File: config.mk
export PLATFORM = sky130hd
export DESIGN_NAME = serial_panel_scanner
export DESIGN_NICKNAME = d
export VERILOG_FILES = /design/src/rtl/serial_panel_scanner.sv
export SDC_FILE = /design/constraint.sdc
export NUM_CORES = 1
export LEC_CHECK = 0
export BUFFER_PORTS_ARGS = -buffer_cell sky130_fd_sc_hd__buf_2
export CAP_MARGIN = 20
export CORE_MARGIN = 10
export CORE_UTILIZATION = 61
export CTS_BUF_LIST = sky130_fd_sc_hd__clkbuf_4 sky130_fd_sc_hd__clkbuf_8 sky130_fd_sc_hd__clkbuf_16
export DETAILED_ROUTE_END_ITERATION = 7
export GPL_TIMING_DRIVEN = 0
export PLACE_DENSITY = 0.9
export SLEW_MARGIN = 20
export SYNTH_ARGS = -nofsm -noshare
export SYNTH_HDL_FRONTEND = slang
export SYNTH_SLANG_ARGS = --single-unit
File: constraint.sdc
create_clock -name i_CLK -period 3.8 [get_ports i_CLK]
set_clock_uncertainty 0.05 [all_clocks]
set_input_delay 0.38 -clock i_CLK [delete_from_list [all_inputs] [get_ports i_CLK]]
set_output_delay 0.38 -clock i_CLK [all_outputs]
set_load 0.01 [all_outputs]
File: src/rtl/serial_panel_scanner.sv
// serial_panel_scanner: one shift-clock engine that drives the LED latch
// chain out and captures the DIP/switch chain in, in the same frame.
// Ports: i_CLK, i_RESET_n (async low); i_OutData/i_Start frame request;
// o_SerData/o_SerCLK/o_OutLatch to the output chain; o_InLatch/i_SerData
// with the input chain; o_InData/o_InValid captured word; o_Busy.
module serial_panel_scanner #(
  parameter int OUT_W     = 16,
  parameter int IN_W      = 21,
  parameter int CLK_DIV   = 4,
  parameter int LSB_FIRST = 0,
  parameter int AUTO      = 1
) (
  input  logic             i_CLK,
  input  logic             i_RESET_n,
  input  logic [OUT_W-1:0] i_OutData,
  input  logic             i_Start,
  output logic             o_SerData,
  output logic             o_SerCLK,
  output logic             o_OutLatch,
  output logic             o_InLatch,
  input  logic             i_SerData,
  output logic [IN_W-1:0]  o_InData,
  output logic             o_InValid,
  output logic             o_Busy
);

  localparam int N    = (OUT_W > IN_W) ? OUT_W : IN_W;
  localparam int HALF = CLK_DIV / 2;
  localparam int DW   = $clog2(CLK_DIV);
  localparam int KW   = $clog2(N + 1);

  typedef enum logic [2:0] {
    S_IDLE,
    S_LOAD,
    S_SHIFT,
    S_LATCH,
    S_GAP
  } state_t;

  state_t          state, state_n;
  logic [DW-1:0]   dc, dc_n;
  logic [KW-1:0]   k, k_n;
  logic [N-1:0]    out_sr, out_sr_n;
  logic [IN_W-1:0] in_sr;
  logic [OUT_W-1:0] data_rev;
  logic [OUT_W-1:0] data_ord;
  logic            tick_end;
  logic            go;
  logic            frame_done;

  // Frame word is left-aligned as zero padding then data, and always
  // leaves from the top bit, so the data ends up in the far chain stages.
  assign data_rev   = {<<{i_OutData}};
  assign data_ord   = (LSB_FIRST != 0) ? data_rev : i_OutData;
  assign tick_end   = (dc == DW'(CLK_DIV - 1));
  assign go         = (AUTO != 0) || i_Start;
  assign frame_done = (state == S_LATCH) && tick_end;

  always_comb begin
    state_n  = state;
    dc_n     = dc;
    k_n      = k;
    out_sr_n = out_sr;
    if (state != S_IDLE) begin
      dc_n = tick_end ? '0 : dc + 1'b1;
    end
    unique case (state)
      S_IDLE: begin
        dc_n = '0;
        if (go) begin
          state_n  = S_LOAD;
          out_sr_n = N'(data_ord);
        end
      end
      S_LOAD: begin
        if (tick_end) begin
          state_n = S_SHIFT;
          k_n     = '0;
        end
      end
      S_SHIFT: begin
        if (tick_end) begin
          out_sr_n = out_sr << 1;
          if (k == KW'(N - 1)) begin
            state_n = S_LATCH;
          end else begin
            k_n = k + 1'b1;
          end
        end
      end
      S_LATCH: begin
        if (tick_end) state_n = S_GAP;
      end
      S_GAP: begin
        if (tick_end) state_n = S_IDLE;
      end
      default: state_n = S_IDLE;
    endcase
  end

  // Outputs are registered from the next-state values so they line up
  // with the state they belong to.
  always_ff @(posedge i_CLK or negedge i_RESET_n) begin
    if (!i_RESET_n) begin
      state      <= S_IDLE;
      dc         <= '0;
      k          <= '0;
      out_sr     <= '0;
      in_sr      <= '0;
      o_SerData  <= 1'b0;
      o_SerCLK   <= 1'b0;
      o_OutLatch <= 1'b0;
      o_InLatch  <= 1'b0;
      o_InData   <= '0;
      o_InValid  <= 1'b0;
      o_Busy     <= 1'b0;
    end else begin
      state      <= state_n;
      dc         <= dc_n;
      k          <= k_n;
      out_sr     <= out_sr_n;
      if ((state == S_SHIFT) && (dc == DW'(HALF))) begin
        in_sr <= IN_W'({in_sr, i_SerData});
      end
      o_SerData  <= (state_n == S_SHIFT) && out_sr_n[N-1];
      o_SerCLK   <= (state_n == S_SHIFT) && (dc_n >= DW'(HALF));
      o_OutLatch <= (state_n == S_LATCH);
      o_InLatch  <= (state_n == S_LOAD);
      o_Busy     <= (state_n != S_IDLE);
      o_InValid  <= frame_done;
      if (frame_done) begin
        o_InData <= in_sr;
      end
    end
  end

endmodule

==> impl_metrics.tcl, run 1 <==
set metrics [dict create \
    drc 0 \
    root_buffer "clkbuf_8" \
    fp.dieH_um 93.9 \
    synth_edf_count 0 \
    finalNonFillerCells 365 \
    fin_crit_sh_pct 47.1 \
    synth_ff_type "dfrtp_1" \
    syn_nets 256 \
    critPathMaxStageDelay_ps 380 \
    postSynthCellCount 232 \
    ys_seq_area_share_pct 59.3 \
    crit_buf_inv 3 \
    layout.nets 314 \
    wire_per_inst_um 16.7 \
    power.total_mw 1.46 \
    crit_path_cell_trace "ha_1 -> buf_4 -> inv_2 -> a211o_1 -> buf_2 -> a21o_1" \
    rows 26 \
    core-area_um2 5200 \
    ios 47 \
    dp_cells 348 \
    worstMarginPinSlew_ps 446 \
    htreeDepth 3 \
    postCtsSetupBuffers 0 \
    avgSynthCellArea_um2 14.4 \
    cts_made_buffers 9 \
    syn_area_um2 3330 \
    endpoint_kind "register" \
    yosysTopAreaCellShare_pct 59.3 \
    crit_family "compound AO/OA/AOI/OAI gates" \
    start_kind "register" \
    ir_worst_vdd_v 0.000240 \
    max_freq_mhz 558 \
    cts_resized 0 \
    min_path_type "in -> reg" \
    cts_sinks 79 \
    power.density_nw_per_um2 379 \
    synth_top_area_cell "dfrtp_1" \
    initial_core_util_pct 64.1 \
    grt_setup_unrepaired "no" \
    cts_tree "built" \
    slowest_stage "dfrtp_1" \
    drt_iter0_drc 81 \
    arrival_ps 1960 \
    cellLeakagePower_nw 2.14 \
    drtPass1Iterations 4 \
    cts.clk_slew.worst_paths_ps 80 \
    ys_async_sr_fraction_pct 100 \
    viasPerCell 5.66 \
    cts_hold_buf 1 \
    drv_slew 0 \
    synth.top_cells.by_area "dfrtp_1 59%, mux2_4 8.1%, mux2_1 8.1%" \
    first_global_vias 2213 \
    drt.antenna.violating_nets 0 \
    relSlewSlack_pct 70.3 \
    insertion_delay_ps 340 \
    hold_viol_final 0 \
    grt_max_degree 47 \
    critical_path_class "reg -> reg" \
    die_area_um2 8820 \
    vias 2067 \
    clk_path_buf_depth 2 \
    antenna_found_initial 0 \
    die_w_um 93.9 \
    status "complete, no violations" \
    grt_usage_pct 14.7 \
    ys_seq_elements 79 \
    timing.hold.ws_ps 215 \
    area_growth_syn_to_layout_pct 15.9 \
    grt_pass1_wl_um 10500 \
    gp_congestion 0.790 \
    dp_hpwl_um 4200 \
    synth_cell_type_count 40 \
    fin_tns_setup_ps 0 \
    crit_fanout 10 \
    place.port_buffers 45 \
    antenna_cells 0 \
    drt-total-wl_um 6100 \
    ys_warn_count 0 \
    setup_viol_count_final 0 \
    cp.required_ps 3970 \
    drive_above_1_share_pct 33.6 \
    grt_overflow_total 0 \
    cap_violations 0 \
    period_needed_ps 1790 \
]
==> Yosys cell counts, drive strengths merged (3+ instances only) <==
master,count
inv,5
mux2,42
a22o,20
ha,4
dfrtp,79
nor2,4
nor3,4
o21ai,6
buf,13
a21o,16
nor2b,3
nand2,7
==> routing by layer <==
metal  vias to the layer above  part of all wire, %  global-route usage, %  routed length [um]
li1                        958                    -                      -                   -
met1                      1044                   43                   18.1                2630
met2                        57                   49                   23.6                3000
met3                         8                  6.3                   4.88                 387
met4                         0                  1.4                   5.06                  84
met5                         -                    0                      0                   0
==> path summary, 6_finish.rpt <==
path / cells after the start / slack [ps] / to / startpoint
setup / recovery: 6 / 2010 / out_sr[6]$_DFFE_PN0P_ / dc[0]$_DFF_PN0_
max in group asynchronous: 3 / 2660 / out_sr[3]$_DFFE_PN0P_ / i_RESET_n
setup reg to reg: 6 / 2010 / out_sr[6]$_DFFE_PN0P_ / dc[0]$_DFF_PN0_
hold reg to reg: 1 / 430 / dc[0]$_DFF_PN0_ / dc[0]$_DFF_PN0_
hold / removal: 2 / 220 / in_sr[0]$_DFFE_PN0P_ / i_SerData
min in group asynchronous: 2 / 470 / o_InData[2]$_DFFE_PN0P_ / i_RESET_n
==> flip-flops by register name, summed over array words and instances (netlist names), 2 cells and up <==
name      cells
in_sr        21
out_sr       21
dc            2
state         3
k             5
o_InData     21
==> report_power, final <==
part           total [mW]  leakage, nW  internal [mW]  switching (mW)
Sequential          0.860         1.03          0.852         0.00778
Combinational      0.0404         1.03         0.0182          0.0222
Clock               0.563       0.0887          0.261           0.302
Total                1.46         2.14           1.13           0.332
==> per-stage QoR <==
step	setup slack, ps	utilization, %	cell area, um^2
floorplan	2210	-	3330
detailed placement	2020	70.6	3680
finish	2010	74.3	3870
CTS	2000	74.3	3870
global placement	1820	70.1	3650
global route	1920	74.3	3870
==> layout by cell type (no fill, tap or decap), drive strengths merged, types with 2 or more instances in the layout <==
| cell type | n |
|---|---|
| nand2b | 2 |
| nand4bb | 2 |
| nor2 | 4 |
| clkinvlp | 2 |
| o21ai | 6 |
| clkbuf | 12 |
| nor2b | 3 |
| buf | 59 |
| dfrtp | 79 |
| mux2 | 42 |
| nand4 | 2 |
| inv | 5 |
| ha | 4 |
| a22o | 20 |
| a21o | 16 |
| clkinv | 3 |
| a211oi | 2 |
| nand3 | 2 |
| nor3b | 2 |
| nor3 | 4 |
| a21oi | 2 |
| mux2i | 2 |
| nand2 | 7 |
| nand4b | 2 |
==> logic make-up (layout without fill, tap and decap cells) <==
family,after synthesis,count (layout),synth area share [%]
compound gates,50,50,11.4
xor+xnor,1,1,0.263
fa+ha+maj,4,4,1.50
buf+inv,19,82,3.30
flops,79,79,59.3
mux,44,44,16.8
simple gates,35,35,7.39
==> cell type report <==
| class | count | area (um^2) |
|---|---|---|
| inverters | 5 | 18.8 |
| plain buffers | 14 | 91.3 |
| multi-input cells | 134 | 1250 |
| repair buffers | 47 | 265 |
| clock inverters | 5 | 33.8 |
| fillers | 334 | 1340 |
| clock buffers | 11 | 145 |
| flip-flops and latches | 79 | 1980 |
| well taps | 70 | 87.6 |
Power figures use the tool's default switching activity.
==> run 2: changes to the inputs <==
--- a/config.mk
+++ b/config.mk
@@ -8,11 +8,11 @@
 export BUFFER_PORTS_ARGS = -buffer_cell sky130_fd_sc_hd__buf_2
 export CAP_MARGIN = 20
 export CORE_MARGIN = 10
-export CORE_UTILIZATION = 61
+export CORE_UTILIZATION = 56
 export CTS_BUF_LIST = sky130_fd_sc_hd__clkbuf_4 sky130_fd_sc_hd__clkbuf_8 sky130_fd_sc_hd__clkbuf_16
 export DETAILED_ROUTE_END_ITERATION = 7
 export GPL_TIMING_DRIVEN = 0
-export PLACE_DENSITY = 0.9
+export PLACE_DENSITY = 0.84
 export SLEW_MARGIN = 20
 export SYNTH_ARGS = -nofsm -noshare
 export SYNTH_HDL_FRONTEND = slang
==> constraint.sdc (replaced) <==
create_clock -name i_CLK -period 1.7 [get_ports i_CLK]
set_clock_uncertainty 0.05 [all_clocks]
set_input_delay 0.17 -clock i_CLK [delete_from_list [all_inputs] [get_ports i_CLK]]
set_output_delay 0.17 -clock i_CLK [all_outputs]
set_load 0.01 [all_outputs]
==> run 2 against run 1 <==
Compared with the run above:
- worst hold slack got worse by 210 ps
- critical endpoint unchanged
- largest cell class unchanged
- power rose by 140%
- largest power group unchanged
- via count fell by 0.92%
==> impl_metrics.tcl, run 2 (same netlist as run 1, synthesis figures left out) <==
set metrics [dict create \
    reg.largest.list "in_sr x21, o_InData x21, out_sr x21" \
    fin_crit_sh_pct 95.0 \
    drive_above_1_share_pct 35.1 \
    htreeDepth 3 \
    cellLeakagePower_nw 2.19 \
    postLayoutCoreUtil_pct 67.9 \
    relSlewSlack_pct 72.7 \
    n_fill_cell 418 \
    period_needed_ps 1620 \
    rows 28 \
    fin_tns_setup_ps 0 \
    power.density_nw_per_um2 889 \
    cts.clk_slew.worst_paths_ps 80 \
    setup_viol_count_final 0 \
    grt_overflow_total 0 \
    root_buffer "clkbuf_8" \
    drt_iter0_drc 73 \
    core-area_um2 5850 \
    final_cell_area_um2 3970 \
    area_growth_syn_to_layout_pct 19.2 \
    initial_core_util_pct 57.0 \
    timing.hold.ws_ps 2.48 \
    antenna_cells 0 \
    viasPerCell 5.48 \
    final_common_cell "dfrtp_1" \
    fin_ws_ps 84.3 \
    first_global_vias 2218 \
    fp.dieH_um 97.2 \
    grt_setup_unrepaired "no" \
    crit_fanout 10 \
    arrival_ps 1800 \
    dp_slack_ps -80.2 \
    insertion_delay_ps 350 \
    grt_usage_pct 13.9 \
    drt-total-wl_um 6160 \
    ios 47 \
    status "complete, no violations" \
    dp_hpwl_um 4310 \
    grt_pass1_wl_um 10900 \
    cts_sinks 79 \
    layout_common_cells "78 x dfrtp_1, 50 x buf_2, 24 x mux2_1" \
    worstMarginPinSlew_ps 410 \
    r2r_cells 6 \
    critical_path_class "reg -> reg" \
    place.port_buffers 45 \
    die_w_um 97.2 \
    regArea_um2 1980 \
    gp_congestion 0.813 \
    multi_input_area_um2 1260 \
    start_kind "register" \
    endpoint_kind "register" \
    hold_viol_final 0 \
    drt.antenna.violating_nets 0 \
    grt_max_degree 51 \
    drc 0 \
    cts_made_buffers 9 \
    clk_path_buf_depth 2 \
    cp.required_ps 1890 \
    drv_slew 0 \
    ir_worst_vdd_v 0.000553 \
    finalNonFillerCells 374 \
    cap_violations 0 \
    min_path_type "in -> reg" \
    dp_cells 353 \
    layout.nets 319 \
    power.total_mw 3.53 \
    max_freq_mhz 619 \
    min_path_cells 2 \
    antenna_found_initial 0 \
    wire_per_inst_um 16.5 \
    vias 2048 \
    dpl_cell_area_um2 3680 \
    die_area_um2 9440 \
    drtPass1Iterations 4 \
    cts_tree "built" \
]
-- run 2: changes by cell type in the layout (fill, tap and decap cells not counted), sizes merged --
cell         change
clkinvlp         -2
clkinv           -1
bufinv           +2
dlygate4sd3      +1
buf              +4
-- run 2: timing repair --
action | CTS | global route
setup endpoints to repair | 40 | 42
pin swaps | 2 | 2
resized for setup | 3 | 5
endpoints found under the hold margin | 30 | 0
hold buffers | 2 | 0
buffers inserted | 1 | 3
-- run 2: cell type report --
type / instances / area share, %
sequential: 79 / 49.8
multi-input combinational: 134 / 31.7
timing repair buffer: 52 / 7.68
clock buffer: 11 / 3.65
buffer: 14 / 2.55
tap: 75 / 2.36
clock inverter: 4 / 1.76
inverter: 5 / 0.472
-- run 2: final timing paths --
path	from	endpoint	slack, ps
max	dc[1]$_DFF_PN0_	out_sr[6]$_DFFE_PN0P_	80
min	i_SerData	in_sr[0]$_DFFE_PN0P_	2
max reg2reg	dc[1]$_DFF_PN0_	out_sr[6]$_DFFE_PN0P_	80
min reg2reg	out_sr[2]$_DFFE_PN0P_	out_sr[2]$_DFFE_PN0P_	430
max in group asynchronous	i_RESET_n	state[2]$_DFF_PN0_	770
min in group asynchronous	i_RESET_n	o_InData[1]$_DFFE_PN0P_	250
-- run 2: report_power, final --
group	total [mW]	switching, mW	internal [mW]
sequential	1.92	0.0167	1.90
combinational	0.0935	0.0513	0.0422
clock	1.52	0.646	0.871
-- run 2: critical path, cell delays in order (launching register included) --
cell and delay [ps]:
dfrtp_1 400, ha_4 180, buf_6 140, inv_2 40
a211o_1 300, buf_2 190, a21o_1 200
-- run 2: layer usage --
| layer | vias up | part of all wire [%] | track usage (%) |
|---|---|---|---|
| met5 | - | 0 | 0 |
| met4 | 0 | 2.2 | 7.15 |
| met3 | 14 | 5.1 | 4.62 |
| met2 | 41 | 49 | 21.5 |
| met1 | 1025 | 44 | 17.0 |
| li1 | 968 | - | - |
==> run 3: changes to the inputs <==
--- a/config.mk
+++ b/config.mk
@@ -7,11 +7,13 @@
 export LEC_CHECK = 0
 export BUFFER_PORTS_ARGS = -buffer_cell sky130_fd_sc_hd__buf_2
 export CAP_MARGIN = 20
+export CORE_ASPECT_RATIO = 1.75
 export CORE_MARGIN = 10
 export CORE_UTILIZATION = 56
 export CTS_BUF_LIST = sky130_fd_sc_hd__clkbuf_4 sky130_fd_sc_hd__clkbuf_8 sky130_fd_sc_hd__clkbuf_16
 export DETAILED_ROUTE_END_ITERATION = 7
 export GPL_TIMING_DRIVEN = 0
+export MAX_ROUTING_LAYER = met4
 export PLACE_DENSITY = 0.84
 export SLEW_MARGIN = 20
 export SYNTH_ARGS = -nofsm -noshare
==> run 3 against run 2 <==
Compared with the run above:
- critical path depth unchanged
- core utilization down 0.18 points
- clock-buffer cell count unchanged
- non-clock buffer count up 1
- power down 8.9%
- cell area down 0.57%
- setup slack worse by 16 ps
- register-to-register slack worse by 20 ps
- wire length down 0.68%
- sequential share of layout area up 0.28 points
- worst hold slack better by 61 ps
- critical endpoint is now out_sr[19]$_DFFE_PN0P_
- largest power group unchanged
- highest routed layer unchanged
==> impl_metrics.tcl, run 3 (same netlist as run 1, synthesis figures left out) <==
set metrics [dict create \
    antenna_cells 0 \
    grt_overflow_total 0 \
    period_needed_ps 1630 \
    drc 0 \
    holdPathEnd "out_sr[14]$_DFFE_PN0P_" \
    slowest_stage "dfrtp_1" \
    arrival_ps 1810 \
    setup_viol_count_final 0 \
    reg2reg_from "dc[1]$_DFF_PN0_" \
    insertion_delay_ps 350 \
    finalNonFillerCells 378 \
    fp.dieH_um 122 \
    cp.required_ps 1880 \
    ios 47 \
    crit_path_cell_trace "ha_4 -> buf_8 -> inv_2 -> a211o_1 -> clkbuf_4 -> a22o_1" \
    grt_pass1_wl_um 10400 \
    gp_congestion 0.793 \
    dp_hpwl_um 4360 \
    drive_above_1_share_pct 35.3 \
    max_freq_mhz 613 \
    r2r-end "out_sr[19]$_DFFE_PN0P_" \
    drv_slew 0 \
    hold_viol_final 0 \
    grt_usage_pct 14.0 \
    fin_crit_sh_pct 96.0 \
    worstMarginPinSlew_ps 366 \
    place.port_buffers 45 \
    cellLeakagePower_nw 2.17 \
    endpoint_kind "register" \
    area_growth_syn_to_layout_pct 18.5 \
    cts_made_buffers 9 \
    reg.largest.list "in_sr x21, o_InData x21, out_sr x21" \
    cts_tree "built" \
    rrSetupSlack_ps 70 \
    dp_cells 356 \
    power.density_nw_per_um2 814 \
    final_common_cell "dfrtp_1" \
    layout.nets 320 \
    min_path_type "in -> reg" \
    start_kind "register" \
    critical_path_class "reg -> reg" \
    drt-total-wl_um 6120 \
    drt_iter0_drc 100 \
    crit_family "compound AO/OA/AOI/OAI gates" \
    status "complete, no violations" \
    relSlewSlack_pct 75.6 \
    crit_buf_inv 3 \
    initial_core_util_pct 57.2 \
    crit_fanout 10 \
    htreeDepth 3 \
    drtPass1Iterations 4 \
    cts.clk_slew.worst_paths_ps 80 \
    cts_sinks 79 \
    postLayoutCoreUtil_pct 67.7 \
    hold_start "i_OutData[14]" \
    layout_common_cells "78 x dfrtp_1, 50 x buf_2, 24 x mux2_1" \
    core-area_um2 5830 \
    cap_violations 0 \
    min_path_cells 3 \
    ir_worst_vdd_v 0.000549 \
    critPathMaxStageDelay_ps 410 \
    drt.antenna.violating_nets 0 \
    rows 37 \
    power.total_mw 3.22 \
    viasPerCell 5.39 \
    antenna_found_initial 0 \
    grt_max_degree 61 \
    die_w_um 78.3 \
    die_area_um2 9560 \
    clk_path_buf_depth 2 \
    wire_per_inst_um 16.2 \
    grt_setup_unrepaired "no" \
    first_global_vias 2230 \
    timing.hold.ws_ps 63.8 \
    r2r_cells 6 \
    vias 2037 \
    root_buffer "clkbuf_8" \
]
[run 3: per-layer routing]
layer | GRT usage, % | vias up | routed length [um]
met2 | 23.0 | 55 | 3130
met3 | 4.94 | 10 | 325
met4 | 5.97 | 0 | 88
met1 | 14.9 | 1009 | 2570
li1 | - | 963 | -
met5 | - | - | 0
[run 3: worst max-delay path by stage]
stage                       start                     end  slack [ps]  cells past startpoint
4_1_cts        state[0]$_DFF_PN0_   in_sr[18]$_DFFE_PN0P_          10                      4
3_3_place_gp            i_RESET_n   out_sr[4]$_DFFE_PN0P_         -90                      1
3_5_place_dp      dc[0]$_DFF_PN0_   out_sr[7]$_DFFE_PN0P_         -90                      6
2_1_floorplan     dc[0]$_DFF_PN0_  out_sr[19]$_DFFE_PN0P_         110                      6
5_1_grt           dc[1]$_DFF_PN0_        k[2]$_DFFE_PN0P_           6                      5
6_report          dc[1]$_DFF_PN0_  out_sr[19]$_DFFE_PN0P_          70                      6
[run 3: timing repair]
item	4_1_cts	5_1_grt
resized for setup	2	7
setup endpoints to repair	23	44
hold buffers	3	0
cloned	0	0
hold endpoints to repair	81	0
pin swaps	0	3
buffers inserted	0	4
[run 3: tightest hold or removal path, delay by kind of cell]
kind | cells | cell delay, ps
buffers and inverters | 1 | 70
AO/OA/AOI/OAI | 2 | 190
[run 3: metrics by stage]
step	setup TNS [ps]	worst slack [ps]	area (um^2)
detailed placement	-1640	-86.7	3690
floorplan	0	110	3330
CTS	0	10.4	3900
finish	0	68.0	3950
global placement	-7130	-85.4	3660
global route	0	6.15	3950
[run 3: cell type report]
class,count,area (um^2)
sequential,79,1980
tap,78,97.6
fill,419,1880
timing repair buffer,53,315
inverter,5,18.8
clock buffer,11,145
buffer,14,105
multi-input combinational,134,1270
clock inverter,4,22.5
[run 3: where the power goes]
group	total, mW	internal [mW]	switching, mW
Clock	1.20	0.570	0.632
Combinational	0.0939	0.0438	0.0501
Sequential	1.92	1.90	0.0170
Total	3.22	2.52	0.699
